==> config.mk <==
export PLATFORM = sky130hd
export DESIGN_NAME = buffer_port_arbiter
export DESIGN_NICKNAME = d
export VERILOG_FILES = /design/src/rtl/buffer_port_arbiter_pkg.sv /design/src/rtl/buffer_port_arbiter_rr.sv /design/src/rtl/buffer_port_arbiter.sv
export SDC_FILE = /design/constraint.sdc
export NUM_CORES = 1
export LEC_CHECK = 0
export CORE_AREA = 2 2 119 121
export CTS_CLUSTER_DIAMETER = 30
export DETAILED_ROUTE_END_ITERATION = 12
export DIE_AREA = 0 0 121 123
export GPL_ROUTABILITY_DRIVEN = 1
export PLACE_DENSITY = 0.66
export SYNTH_ARGS = -nofsm -noshare
export SYNTH_HDL_FRONTEND = slang
export SYNTH_SLANG_ARGS = --single-unit
==> constraint.sdc <==
create_clock -name clk -period 11.15 [get_ports clk]
set_input_delay 2.7875 -clock clk [delete_from_list [all_inputs] [get_ports clk]]
set_output_delay 2.7875 -clock clk [all_outputs]
set_load 0.05 [all_outputs]
==> src/rtl/buffer_port_arbiter_pkg.sv <==
// Shared defaults and index helper for the buffer port arbiter slice.
// Latency: n/a (constants and a pure function only).
// Backpressure: n/a.
package buffer_port_arbiter_pkg;

    localparam int DEF_NUM_REQ  = 4;
    localparam int DEF_ADDR_LEN = 6;
    localparam int DEF_DATA_LEN = 32;

    // Wrap an index that is at most one lap past n back into [0, n).
    // Cheaper than a general modulo, and every caller stays within one lap.
    function automatic int rr_wrap(input int idx, input int n);
        return (idx >= n) ? idx - n : idx;
    endfunction

endpackage

==> src/rtl/buffer_port_arbiter_rr.sv <==
// Round-robin arbiter: one-hot grant to first requester at or after ptr.
// Latency: grant is combinational in the request cycle; ptr advances on the edge.
// Backpressure: losers simply keep requesting; a held request wins within numReq cycles.
//
// Ports: clk, reset (async, active-high), req[numReq] in;
//        gnt[numReq] one-hot, gnt_idx winner index, gnt_any out.
module rr_arbiter
    import buffer_port_arbiter_pkg::*;
#(
    parameter  int numReq = DEF_NUM_REQ,
    localparam int idLen  = $clog2(numReq)
) (
    input  logic              clk,
    input  logic              reset,
    input  logic [numReq-1:0] req,
    output logic [numReq-1:0] gnt,
    output logic [idLen-1:0]  gnt_idx,
    output logic              gnt_any
);

    logic [idLen-1:0] ptr;
    logic [idLen-1:0] cand;

    // Scan from ptr upward with wraparound; the first set request wins.
    always_comb begin
        gnt     = '0;
        gnt_idx = '0;
        gnt_any = 1'b0;
        cand    = '0;
        for (int k = 0; k < numReq; k++) begin
            cand = idLen'(rr_wrap(int'(ptr) + k, numReq));
            if (!gnt_any && req[cand]) begin
                gnt[cand] = 1'b1;
                gnt_idx   = cand;
                gnt_any   = 1'b1;
            end
        end
    end

    // Winner drops to lowest priority next time; ptr holds while idle.
    always_ff @(posedge clk or posedge reset) begin
        if (reset) begin
            ptr <= '0;
        end else if (gnt_any) begin
            ptr <= idLen'(rr_wrap(int'(gnt_idx) + 1, numReq));
        end
    end

endmodule

==> src/rtl/buffer_port_arbiter.sv <==
// Shares one scratch buffer's write and read ports among numReq requesters.
// Latency: grants combinational (0 cycles); rd_valid/rd_data one cycle after read grant.
// Backpressure: requesters hold req/addr/data until their grant bit is seen high.
//
// Ports: clk, reset (async, active-high);
//        wr_req/wr_addr/wr_data -> wr_gnt; rd_req/rd_addr -> rd_gnt, rd_valid, rd_data;
//        buf_wrt/buf_wrt_addr/buf_data_in, buf_rd_en/buf_rd_addr out, buf_data_out in.
module buffer_port_arbiter
    import buffer_port_arbiter_pkg::*;
#(
    parameter  int numReq  = DEF_NUM_REQ,
    parameter  int addrLen = DEF_ADDR_LEN,
    parameter  int dataLen = DEF_DATA_LEN,
    localparam int idLen   = $clog2(numReq)
) (
    input  logic                      clk,
    input  logic                      reset,
    input  logic [numReq-1:0]         wr_req,
    input  logic [numReq*addrLen-1:0] wr_addr,
    input  logic [numReq*dataLen-1:0] wr_data,
    output logic [numReq-1:0]         wr_gnt,
    input  logic [numReq-1:0]         rd_req,
    input  logic [numReq*addrLen-1:0] rd_addr,
    output logic [numReq-1:0]         rd_gnt,
    output logic [numReq-1:0]         rd_valid,
    output logic [dataLen-1:0]        rd_data,
    output logic                      buf_wrt,
    output logic [addrLen-1:0]        buf_wrt_addr,
    output logic [dataLen-1:0]        buf_data_in,
    output logic                      buf_rd_en,
    output logic [addrLen-1:0]        buf_rd_addr,
    input  logic [dataLen-1:0]        buf_data_out
);

    logic [idLen-1:0] wr_idx;
    logic             wr_any;
    logic [idLen-1:0] rd_idx;
    logic             rd_any;

    // Registered read tag: which requester owns the word coming back next cycle.
    logic [idLen-1:0] rd_tag;
    logic             rd_pend;

    rr_arbiter #(.numReq(numReq)) u_wr_arb (
        .clk     (clk),
        .reset   (reset),
        .req     (wr_req),
        .gnt     (wr_gnt),
        .gnt_idx (wr_idx),
        .gnt_any (wr_any)
    );

    rr_arbiter #(.numReq(numReq)) u_rd_arb (
        .clk     (clk),
        .reset   (reset),
        .req     (rd_req),
        .gnt     (rd_gnt),
        .gnt_idx (rd_idx),
        .gnt_any (rd_any)
    );

    // Winner's slices onto the buffer pins; zeros when idle keep the bus quiet.
    always_comb begin
        buf_wrt      = wr_any;
        buf_wrt_addr = '0;
        buf_data_in  = '0;
        if (wr_any) begin
            buf_wrt_addr = wr_addr[int'(wr_idx)*addrLen +: addrLen];
            buf_data_in  = wr_data[int'(wr_idx)*dataLen +: dataLen];
        end
    end

    always_comb begin
        buf_rd_en   = rd_any;
        buf_rd_addr = '0;
        if (rd_any) begin
            buf_rd_addr = rd_addr[int'(rd_idx)*addrLen +: addrLen];
        end
    end

    // rd_pend is cleared every idle cycle so a stale tag is never flagged;
    // the async reset drops any in-flight result immediately.
    always_ff @(posedge clk or posedge reset) begin
        if (reset) begin
            rd_pend <= 1'b0;
            rd_tag  <= '0;
        end else begin
            rd_pend <= rd_any;
            if (rd_any) begin
                rd_tag <= rd_idx;
            end
        end
    end

    // One-hot decode of the registered tag; only flop outputs feed it.
    always_comb begin
        rd_valid = '0;
        if (rd_pend) begin
            rd_valid[rd_tag] = 1'b1;
        end
    end

    // Buffer holds data_out when not read; no masking here.
    assign rd_data = buf_data_out;

endmodule
# Word-level counts from Yosys, hierarchy flattened

Index checks and enable logic that the tools add are counted.

Add/sub/neg operators: 18
$mul: 2
Magnitude comparators: 28
Shift-type cells: 3
Multiplexer cells: 72
Bitwise operators: 6
Reduce and logical (&&, ||, !) cells: 21

Operator list:

| cell                                                                          | number |
|---|---|
| 128-bit by 8-bit indexed part select with 32-bit output                       | 1 |
| 24-bit by 6-bit indexed part select with 6-bit output                         | 2 |
| 2-bit two-way mux                                                             | 18 |
| 4-bit two-way mux                                                             | 9 |
| 32-bit two-way mux                                                            | 1 |
| 2-bit by 3-bit less-than comparator with 1-bit output (second input constant) | 9 |
| 1-bit two-way mux                                                             | 25 |
| 3-bit >= comparator (second input constant)                                   | 8 |
| 4-bit OR                                                                      | 6 |
| 2-bit by 1-bit subtractor with 2-bit output (second input constant)           | 10 |
| 1-bit demux with 2-bit select                                                 | 9 |
| 2-bit by 1-bit >= comparator with 1-bit output (second input constant)        | 9 |
| 1-bit binary-select mux with 2-bit select                                     | 8 |
| 1-bit logical AND                                                             | 15 |
| 2-bit by 1-bit adder with 3-bit output (second input constant)                | 4 |
| 2-bit by 2-bit adder with 3-bit output (second input constant)                | 4 |
| 6-bit two-way mux                                                             | 2 |
| 2-bit by 2-bit multiplier with 4-bit output (second input constant)           | 2 |
| 2-bit by 3-bit >= comparator with 1-bit output (second input constant)        | 2 |
| 1-bit logical NOT                                                             | 6 |

Register bits: 7
Input port bits: 218
Output and inout port bits: 90

# Logic depth before layout (Yosys ltp)

Gate-level depths: netlist of run 1.

Word-level depth: 17
Depth in mapped cells: 12
Mapped depth without buffers: 8

# By module

Synthesis of run 1 repeated with hierarchy kept, for this count alone.

Cell total of the unflattened synthesis: 317
Area total of the unflattened synthesis: 2835.2 um2

Modules (own cells, without submodules):

| module              | times used | cells each | area each (um2) |
|---|---|---|---|
| buffer_port_arbiter | 1          | 199        | 1724.2 |
| rr_arbiter          | 2          | 59         | 555.5 |

# Worst setup path after synthesis of run 1

No wires, ideal clock.

Path kind: input to output
From: in rd_req[1]
To: out buf_rd_addr[1]
Arrival time: 5.367 ns
Data required time: 8.363 ns
Path slack: 2.996 ns
Stages: 6
Cells stage by stage: mux4_2 > nand2b_4 > a211oi_4 > o32ai_1 > o221a_1 > a211oi_1

Longest elaborated chain between the ends: 15
Elaborated cells between the ends (all ways): 25
Those cells by class: 1 x mul; 1 x shift; 17 x mux; 6 x reduce/logical

Ends and longest elaborated chain:

| item                                                  | line                         | source |
|---|---|---|
| start, declared                                       | buffer_port_arbiter.sv:22    | `input logic [numReq-1:0] rd_req,` |
| 1-bit binary-select mux with 2-bit select             | buffer_port_arbiter_rr.sv:32 | `if (!gnt_any && req[cand]) begin` |
| 1-bit two-way mux (implied by the code)               | buffer_port_arbiter_rr.sv:32 |  |
| 1-bit two-way mux                                     | buffer_port_arbiter_rr.sv:32 |  |
| 1-bit logical NOT                                     | buffer_port_arbiter_rr.sv:32 |  |
| 1-bit logical AND                                     | buffer_port_arbiter_rr.sv:32 |  |
| 1-bit two-way mux                                     | buffer_port_arbiter_rr.sv:32 |  |
| 1-bit logical NOT                                     | buffer_port_arbiter_rr.sv:32 |  |
| 1-bit logical AND                                     | buffer_port_arbiter_rr.sv:32 |  |
| 1-bit two-way mux                                     | buffer_port_arbiter_rr.sv:32 |  |
| 1-bit logical NOT                                     | buffer_port_arbiter_rr.sv:32 |  |
| 1-bit logical AND                                     | buffer_port_arbiter_rr.sv:32 |  |
| 2-bit two-way mux                                     | buffer_port_arbiter_rr.sv:32 |  |
| 2-bit by 2-bit multiplier with 4-bit output           | buffer_port_arbiter.sv:77    | `buf_rd_addr = rd_addr[int'(rd_idx)*addrLen +: addrLen];` |
| 24-bit by 6-bit indexed part select with 6-bit output | buffer_port_arbiter.sv:77    |  |
| 6-bit two-way mux (*)                                 | buffer_port_arbiter.sv:76    | `if (rd_any) begin` |
| end, declared                                         | buffer_port_arbiter.sv:31    | `output logic [addrLen-1:0] buf_rd_addr,` |

Every way passes the cells marked *; elsewhere a longest branch is shown, timed or not. The select of a mux whose other input is x is not followed.

# Final worst setup path of run 1

From: in wr_req[3]
To: out buf_data_in[1]

Longest elaborated chain between the ends: 14
Elaborated cells between the ends (all ways): 24
Those cells by class: 1 x shift; 17 x mux; 6 x reduce/logical

Ends and longest elaborated chain:

| item                                                    | line                         | source |
|---|---|---|
| start, declared                                         | buffer_port_arbiter.sv:18    | `input logic [numReq-1:0] wr_req,` |
| 1-bit binary-select mux with 2-bit select               | buffer_port_arbiter_rr.sv:32 |  |
| 1-bit two-way mux (implied by the code)                 | buffer_port_arbiter_rr.sv:32 |  |
| 1-bit two-way mux                                       | buffer_port_arbiter_rr.sv:32 |  |
| 1-bit logical NOT                                       | buffer_port_arbiter_rr.sv:32 |  |
| 1-bit logical AND                                       | buffer_port_arbiter_rr.sv:32 |  |
| 1-bit two-way mux                                       | buffer_port_arbiter_rr.sv:32 |  |
| 1-bit logical NOT                                       | buffer_port_arbiter_rr.sv:32 |  |
| 1-bit logical AND                                       | buffer_port_arbiter_rr.sv:32 |  |
| 1-bit two-way mux                                       | buffer_port_arbiter_rr.sv:32 |  |
| 1-bit logical NOT                                       | buffer_port_arbiter_rr.sv:32 |  |
| 1-bit logical AND                                       | buffer_port_arbiter_rr.sv:32 |  |
| 2-bit two-way mux                                       | buffer_port_arbiter_rr.sv:32 |  |
| 128-bit by 8-bit indexed part select with 32-bit output | buffer_port_arbiter.sv:69    | `buf_data_in = wr_data[int'(wr_idx)*dataLen +: dataLen];` |
| 32-bit two-way mux (*)                                  | buffer_port_arbiter.sv:67    | `if (wr_any) begin` |
| end, declared                                           | buffer_port_arbiter.sv:29    | `output logic [dataLen-1:0] buf_data_in,` |

Marked as above.

==> results.md, run 1 <==
* Max VDD drop at 0.345 mV
* Async SR Flop Fraction at 1.00
* Met3 Use GR at 0.0503
* First DRT Iteration DRCs at 173
* Vias at 3,554
* Detailed placement HPWL at 10,700 µm
* CTS tree: built
* Worst setup EP type: primary output
* Synth warn at 0
* Die span in x at 121 µm
* Quantity of gates resized following cts at 0
* Initial Utilization at 0.219
* H-tree depth at 1
* Outcome: completed
* Worst-path clk slew at 0.04 ns
* Slew Limit Fails at 0
* Layout cells sized above 1 at 0.0754
* Rel. slew slack at 0.403
* Syn-to-layout area delta at 80.3%
* Worst skew pair latency at 0.23 ns
* Vias in the first global route at 3,552
* Seq/Total Area, Yosys at 0.0588
* Via density at 4.89
* Setup Crit Path Kind: in2out
* Met1 Use GR at 0.199
* Main synth FF type: dfrtp_1
* Met2 usage at 0.253
* Top cell type's share of synthesized area at 0.286
* Setup_tns at 0 ns
* PwrDens at 405 nW/µm²
* CP endpoint: buf_data_in[1]
* Crit path max fanout at 40
* Hold-fix buffers, CTS at 0
* IO Count at 308
* Final setup fails at 0
* Final instance area at 5370 µm²
* Cts bufs inserted at 3
* Reg-to-Reg End: u_wr_arb.ptr[1]$_DFFE_PP0P_
* Syn nets at 582
* Worst path required time at 8.36 ns
* Die height at 123 µm
* CORE AREA at 13,600 µm²
* Post-synth EDFFs at 0
* Worst setup SP type: input port
* Cells after Synth at 354
* Lkg Pwr at 0.00214 µW
* Worst slew pin tran at 0.885 ns
* Postcts setup bufs at 0
* Final WL at 12,700 µm
* Dominant cell type by area after synthesis: mux2i_1
* Busiest grt layer: met2
* Final clock skew at 0.000149 ns
* DRT antenna net count at 0
* Max Cap Violations at 0
* Dominant cells by area after synthesis: mux2i_1 29%, buf_4 8.3%, dfrtp_1 5.9%
* Layout Nets at 773
* Wire per inst at 17.5 µm
* Root Driver: clkbuf_16
* Placed Area at 5280 µm²
* Hold WC Path Type: reg2reg
* Clock period minus worst slack at 9.58 ns
* Most common cell after layout, fill and taps aside: clkdlybuf4s50_1
* Syn_area_per_cell at 8.41 µm²
* Grt total ovfl at 0
* Final Hold Violating Endpoints at 0
* First-pass GRT wire length at 18,300 µm
* Most frequent cells in the layout: 243 x clkdlybuf4s50_1, 85 x mux2i_1, 28 x o22ai_1
* Achievable Freq at 104 MHz
* Initial antenna violation count at 4
* Crit path DAT at 6.79 ns
* Post-synthesis register bit count at 7
* I/O Buffers at 243
* Hold slack at 0.566 ns
* TritonRoute pass-1 iters at 4
* Fin crit share at 0.859
* Reg-to-Reg Start: u_wr_arb.ptr[0]$_DFFE_PP0P_
* Max clock buf depth at 2
* Critical Path Source: wr_req[3]
* Yosys cell types at 50
* R2r worst-path depth at 9
* R2R Setup Slk at 7.64 ns
* Routability cong. at 0.827
* Mapped Area at 2980 µm²
* Unrepaired setup endpoints after global routing: false
* Row count at 43
* Largest net degree at the start of global routing at 72
* Die area at 14,900 µm²
* Clock sinks at 7
* Residual DRC count at 0
* Tot GR Track Use at 0.154
==> report_power, final <==
part           switching (µW)  total [µW]  internal, µW
sequential               21.5        59.5          38.0
clock                    13.5        60.5          47.0
combinational            1300        2050           756
total                    1330        2170           841
==> cells in the mapped netlist, drive strengths merged, types with 2 or more instances <==
library cell,n
mux2i,85
buf,53
o22ai,38
nor2,19
a22oi,15
a21oi,13
nand2,13
ha,10
o21ai,9
inv,8
nand3,8
clkbuf,7
dfrtp,7
mux2,7
a211oi,6
mux4,5
a221o,4
o32ai,4
a221oi,3
nor2b,3
nor3,3
o221a,3
o31ai,3
or2,3
a21boi,2
a21o,2
nand2b,2
o21a,2
or3b,2
xnor2,2
==> sequential cells by signal, summed over array words and instances (netlist names) <==
| name | flops |
|---|---|
| rd_pend | 1 |
| u_rd_arb.ptr | 2 |
| u_wr_arb.ptr | 2 |
| rd_tag | 2 |
==> cell type report <==
type                            count  area, µm²
Tap cell                          180        225
Inverter                            8       30.0
Antenna cell                        3       7.51
Sequential cell                     7        175
Timing Repair Buffer              246       2470
Fill cell                        1331       8240
Multi-Input combinational cell    279       2380
Clock buffer                        3       75.1
Clock inverter                      1       5.00
==> cell families (layout without fill, tap and decap cells) <==
family,count (synthesis),after routing,share of synthesized area
AO/OA/AOI/OAI,111,111,0.293
XOR/XNOR,2,2,0.00589
other,0,3,0
multiplexers,97,97,0.350
flip-flops,7,7,0.0588
buffers and inverters,68,258,0.150
adder cells (fa/ha/maj),10,10,0.0420
AND/OR/NAND/NOR,59,59,0.0996
==> critical path: stages <==
cell             delay, ns
clkdlybuf4s50_1       0.72
mux4_2                0.42
o211a_2               0.24
a2111oi_4             0.06
o32ai_4               0.21
buf_4                 0.46
nand2_2               0.60
o22ai_1               0.42
clkdlybuf4s50_1       0.85
==> routing by layer <==
layer  wire [µm]  up-vias  share of wire
li1            -     1725              -
met1        5500     1647           0.43
met2        5940      170           0.47
met3        1180       10          0.093
met4         106        2         0.0083
met5          10        -        0.00078
==> how the worst min path moves through the flow <==
stage                          startpoint  cells past startpoint  slack [ns]                    end
detailed placement  rd_tag[1]$_DFFE_PP0P_                      2        0.56  rd_tag[1]$_DFFE_PP0P_
CTS                 rd_tag[1]$_DFFE_PP0P_                      2        0.57  rd_tag[1]$_DFFE_PP0P_
finish              rd_tag[1]$_DFFE_PP0P_                      2        0.57  rd_tag[1]$_DFFE_PP0P_
global placement    rd_tag[1]$_DFFE_PP0P_                      2        0.56  rd_tag[1]$_DFFE_PP0P_
floorplan           rd_tag[1]$_DFFE_PP0P_                      2        0.50  rd_tag[1]$_DFFE_PP0P_
global route        rd_tag[0]$_DFFE_PP0P_                      1        0.63  rd_tag[0]$_DFFE_PP0P_
==> stage by stage <==
step	total power, µW	util	setup WS [ns]	std cells
2_1_floorplan	1590	-	3.00	354
3_3_place_gp	2090	0.388	1.71	720
3_5_place_dp	2110	0.388	1.58	720
4_1_cts	2180	0.394	1.56	724
5_1_grt	2280	0.394	1.37	724
6_report	2170	0.394	1.57	727
(Power assumes the default switching activity.)
==> run 2, diff against run 1 <==
==> constraint.sdc (replaced) <==
create_clock -name clk -period 12.4 [get_ports clk]
set_input_delay 3.1 -clock clk [delete_from_list [all_inputs] [get_ports clk]]
set_output_delay 3.1 -clock clk [all_outputs]
set_load 0.05 [all_outputs]
==> run 2 against run 1 <==
Non-clock buffer count did not move. Sequential power shrank 10%. Critical path depth stayed put. Sequential cell count stayed put. Global-route usage is 0.10 points higher.
==> results.md, run 2 (synthesis gave the netlist of run 1 again) <==
* Quantity of gates resized following cts at 0
* Hold-fix buffers, CTS at 0
* Outcome: completed
* Vias at 3,603
* Max Cap Violations at 0
* Syn-to-layout area delta at 80.3%
* Cts bufs inserted at 3
* Initial Utilization at 0.219
* CORE AREA at 13,600 µm²
* Fill cell count at 1,365
* PwrDens at 364 nW/µm²
* Crit path DAT at 7.10 ns
* Fin crit share at 0.822
* Setup_tns at 0 ns
* Worst slew pin tran at 0.929 ns
* Die height at 123 µm
* Worst setup SP type: input port
* First-pass GRT wire length at 18,400 µm
* Final WL at 12,700 µm
* Setup Crit Path Kind: in2out
* Largest net degree at the start of global routing at 72
* Rel. slew slack at 0.373
* Grt total ovfl at 0
* Lkg Pwr at 0.00214 µW
* Routability cong. at 0.827
* Unrepaired setup endpoints after global routing: false
* Die area at 14,900 µm²
* Worst setup EP type: primary output
* First DRT Iteration DRCs at 196
* Initial antenna violation count at 4
* CTS tree: built
* Row count at 43
* Clock period minus worst slack at 10.20 ns
* Layout Nets at 773
* Hold WC Path Type: reg2reg
* Residual DRC count at 0
* Clock sinks at 7
* Achievable Freq at 98.1 MHz
* Via density at 4.96
* Final Hold Violating Endpoints at 0
* Wire per inst at 17.5 µm
* Slew Limit Fails at 0
* Postcts setup bufs at 0
* Tot GR Track Use at 0.155
* Final setup fails at 0
* Die span in x at 121 µm
* IO Count at 308
* Worst skew pair latency at 0.23 ns
* Vias in the first global route at 3,520
* Worst path required time at 9.30 ns
* Most common cell after layout, fill and taps aside: clkdlybuf4s50_1
* Max VDD drop at 0.242 mV
* Layout cells sized above 1 at 0.0754
* Worst-path clk slew at 0.04 ns
* Root Driver: clkbuf_16
* Most frequent cells in the layout: 243 x clkdlybuf4s50_1, 85 x mux2i_1, 28 x o22ai_1
* Max clock buf depth at 2
* H-tree depth at 1
* DRT antenna net count at 0
* Detailed placement HPWL at 10,700 µm
* TritonRoute pass-1 iters at 4
* I/O Buffers at 243
* Regs by FF count: rd_tag: 2 flops, u_rd_arb.ptr: 2 flops, u_wr_arb.ptr: 2 flops
* Final clock skew at 0.000146 ns
* Fin util at 0.394
* Crit path max fanout at 40
run 2: cell type report:
type | instances | area [µm²] | area share
Timing Repair Buffer | 246 | 2470 | 0.460
Multi-Input combinational cell | 279 | 2380 | 0.444
Tap cell | 180 | 225 | 0.0420
Sequential cell | 7 | 175 | 0.0326
Clock buffer | 3 | 75.1 | 0.0140
Inverter | 8 | 30.0 | 0.00559
Antenna cell | 3 | 7.51 | 0.00140
Clock inverter | 1 | 5.00 | 0.000932
run 2: per-layer routing:
metal,vias up,part of all wire,global-route usage
li1,1732,-,-
met1,1683,0.43,0.203
met2,170,0.46,0.244
met3,16,0.095,0.0544
met4,2,0.014,0.0378
met5,-,0.0010,0
run 2: stage by stage:
| stage | total power [µW] | hold slack (ns) | cells | worst slack, ns | instance area (µm²) |
|---|---|---|---|---|---|
| after global placement | 1880 | 0.564 | 720 | 2.34 | 5280 |
| after floorplan | 1430 | 0.498 | 354 | 3.62 | 2980 |
| final | 1950 | 0.570 | 727 | 2.20 | 5370 |
| after detailed placement | 1900 | 0.564 | 720 | 2.20 | 5280 |
| after global routing | 2060 | 0.634 | 724 | 1.95 | 5360 |
| after CTS | 1960 | 0.575 | 724 | 2.18 | 5360 |
run 2: final timing paths:
| path | from | to | slack [ns] | depth (start not counted) |
|---|---|---|---|---|
| setup / recovery | wr_req[1] | buf_data_in[1] | 2.20 | 9 |
| max in group asynchronous | reset | u_wr_arb.ptr[0]$_DFFE_PP0P_ | 9.04 | 2 |
| setup reg to reg | u_wr_arb.ptr[0]$_DFFE_PP0P_ | u_wr_arb.ptr[1]$_DFFE_PP0P_ | 8.88 | 9 |
| hold / removal | rd_tag[1]$_DFFE_PP0P_ | rd_tag[1]$_DFFE_PP0P_ | 0.57 | 2 |
| hold reg to reg | rd_tag[1]$_DFFE_PP0P_ | rd_tag[1]$_DFFE_PP0P_ | 0.57 | 2 |
| min in group asynchronous | reset | rd_pend$_DFF_PP0_ | 3.15 | 2 |
run 2: critical path: stages:
cell and delay [ns]:
clkdlybuf4s50_1 0.73, mux4_2 0.40, o211a_2 0.24, a2111oi_4 0.06, o32ai_4 0.21, buf_4 0.46, nand2_2 0.59, o22ai_1 0.41
clkdlybuf4s50_1 0.85
run 2: where the power goes:
group	leakage, µW	switching (µW)	internal [µW]
Clock	0.0000409	11.9	42.3
Sequential	0.0000798	19.2	34.2
Combinational	0.00202	1160	680
==> edit: new RTL, settings of run 1 <==
`DEF_ADDR_LEN`: 6 -> 7.
--- a/src/rtl/buffer_port_arbiter_pkg.sv
+++ b/src/rtl/buffer_port_arbiter_pkg.sv
@@ -4,7 +4,7 @@
 package buffer_port_arbiter_pkg;
 
     localparam int DEF_NUM_REQ  = 4;
-    localparam int DEF_ADDR_LEN = 6;
+    localparam int DEF_ADDR_LEN = 7;
     localparam int DEF_DATA_LEN = 32;
 
     // Wrap an index that is at most one lap past n back into [0, n).
Ports: changed (resized buf_rd_addr, buf_wrt_addr, rd_addr and wr_addr); port bits go from 308 to 318. No check against the original RTL was run, so the function may have changed too.
==> edit against run 1 <==
Wire length is 54% higher. Critical path type unchanged. Design area up 29%. Global-route usage up 9.6 points. Highest routed layer is now met4. Sequential cell count stayed put. Critical endpoint is now buf_data_in[13]. Synthesized area rose by 53%. Largest cell class is now multi-input combinational cells. Clock skew about the same. Sequential share of layout area fell by 0.72 points. Worst setup slack lost 0.0092 ns.
Power is left out: the tool's default activity adds up to more than one toggle a clock period on the data nets, which glitch-free logic cannot reach.
==> edit: results (changes against run 1) <==
[status]
run_status = complete, no violations  ; unchanged

[worst_setup_path]
r2r_slack_ns = 7.36  ; was 7.64 ns
endpoint = buf_data_in[13]  ; was buf_data_in[1]
crit_start = wr_req[0]  ; was wr_req[3]

[placed_design]
dp_hpwl_mm = 14.0  ; was 10.7 mm
io_buffers = 253  ; was 243
gp_congestion = 0.887  ; was 0.827
placed_area_um2 = 6850  ; was 5280 µm²

[global_routing]
grt_max_degree = 62  ; was 72
grt_pass1_wl_mm = 30.7  ; was 18.3 mm
grt_pass1_vias = 5968  ; was 3552
grtUsageMet3_pct = 4.15  ; was 5.03%

[logic_synthesis]
synthTopCellsByCount = nand2_1 (99), nor2_1 (59), inv_1 (52), o21ai_0 (47)  ; was mux2i_1 (85), buf_4 (33), o22ai_1 (28), nor2_1 (19), a22oi_1 (15)
avgSynthCellArea_um2 = 6.19  ; was 8.41 µm²
synth_top_cell_by_area = o221ai_1  ; was mux2i_1
synth.area.top_cells = o221ai_1 (8.3%), nand2_1 (8.2%), o31ai_1 (6.4%), a31oi_1 (5.6%), and3_1 (5.6%)  ; was mux2i_1 (29%), buf_4 (8.3%), dfrtp_1 (5.9%), o22ai_1 (5.9%), ha_1 (4.2%)
yosysSeqAreaShare_pct = 3.85  ; was 5.88%

[route]
wl_met3_mm = 1.66  ; was 1.18 mm
avgRoutedWirePerCell_um = 18.2  ; was 17.5 µm
wl_met2_mm = 9.45  ; was 5.94 mm
viasPerCell = 5.81  ; was 4.89
drt-initial-drc-count = 445  ; was 173
drt-total-wl_mm = 19.7  ; was 12.7 mm

[sta]
timing.final.crit_share_pct = 86.0  ; was 85.9%
fin_worst_skew_ns = 0.000203  ; was 0.000149 ns
whs_ns = 0.549  ; was 0.566 ns
relSlewSlack_pct = 29.1  ; was 40.3%

[worst_hold_path]
hold_end = rd_tag[0]  ; was rd_tag[1]
min_from = rd_tag[0]  ; was rd_tag[1]

[cells_and_area]
seq_area_um2 = 176  ; was 175 µm²
drive_above_1_share_pct = 4.22  ; was 7.54%

[edit: layout make-up]
| cell class | instances | area share (%) |
|---|---|---|
| tap | 180 | 3.25 |
| clock buffer | 4 | 1.14 |
| inverter | 52 | 2.82 |
| sequential | 7 | 2.55 |
| timing repair buffer | 266 | 38.0 |
| multi-input combinational | 572 | 52.3 |
[edit: cell families (layout without fill, tap and decap cells)]
logic type               after synthesis  in the layout  share of synthesized area [%]
AO/OA/AOI/OAI                        267            267                           40.4
XOR/XNOR                               3              3                          0.991
adder cells (fa/ha/maj)               10             10                           2.75
buffers and inverters                155            322                           17.3
flip-flops                             7              7                           3.85
multiplexers                          27             27                           7.10
AND/OR/NAND/NOR                      265            265                           27.6
[edit: tightest hold or removal path: stages (launching register included)]
cell and delay, ns:
dfrtp_1 0.39, nand2_1 0.06, nand2_1 0.06
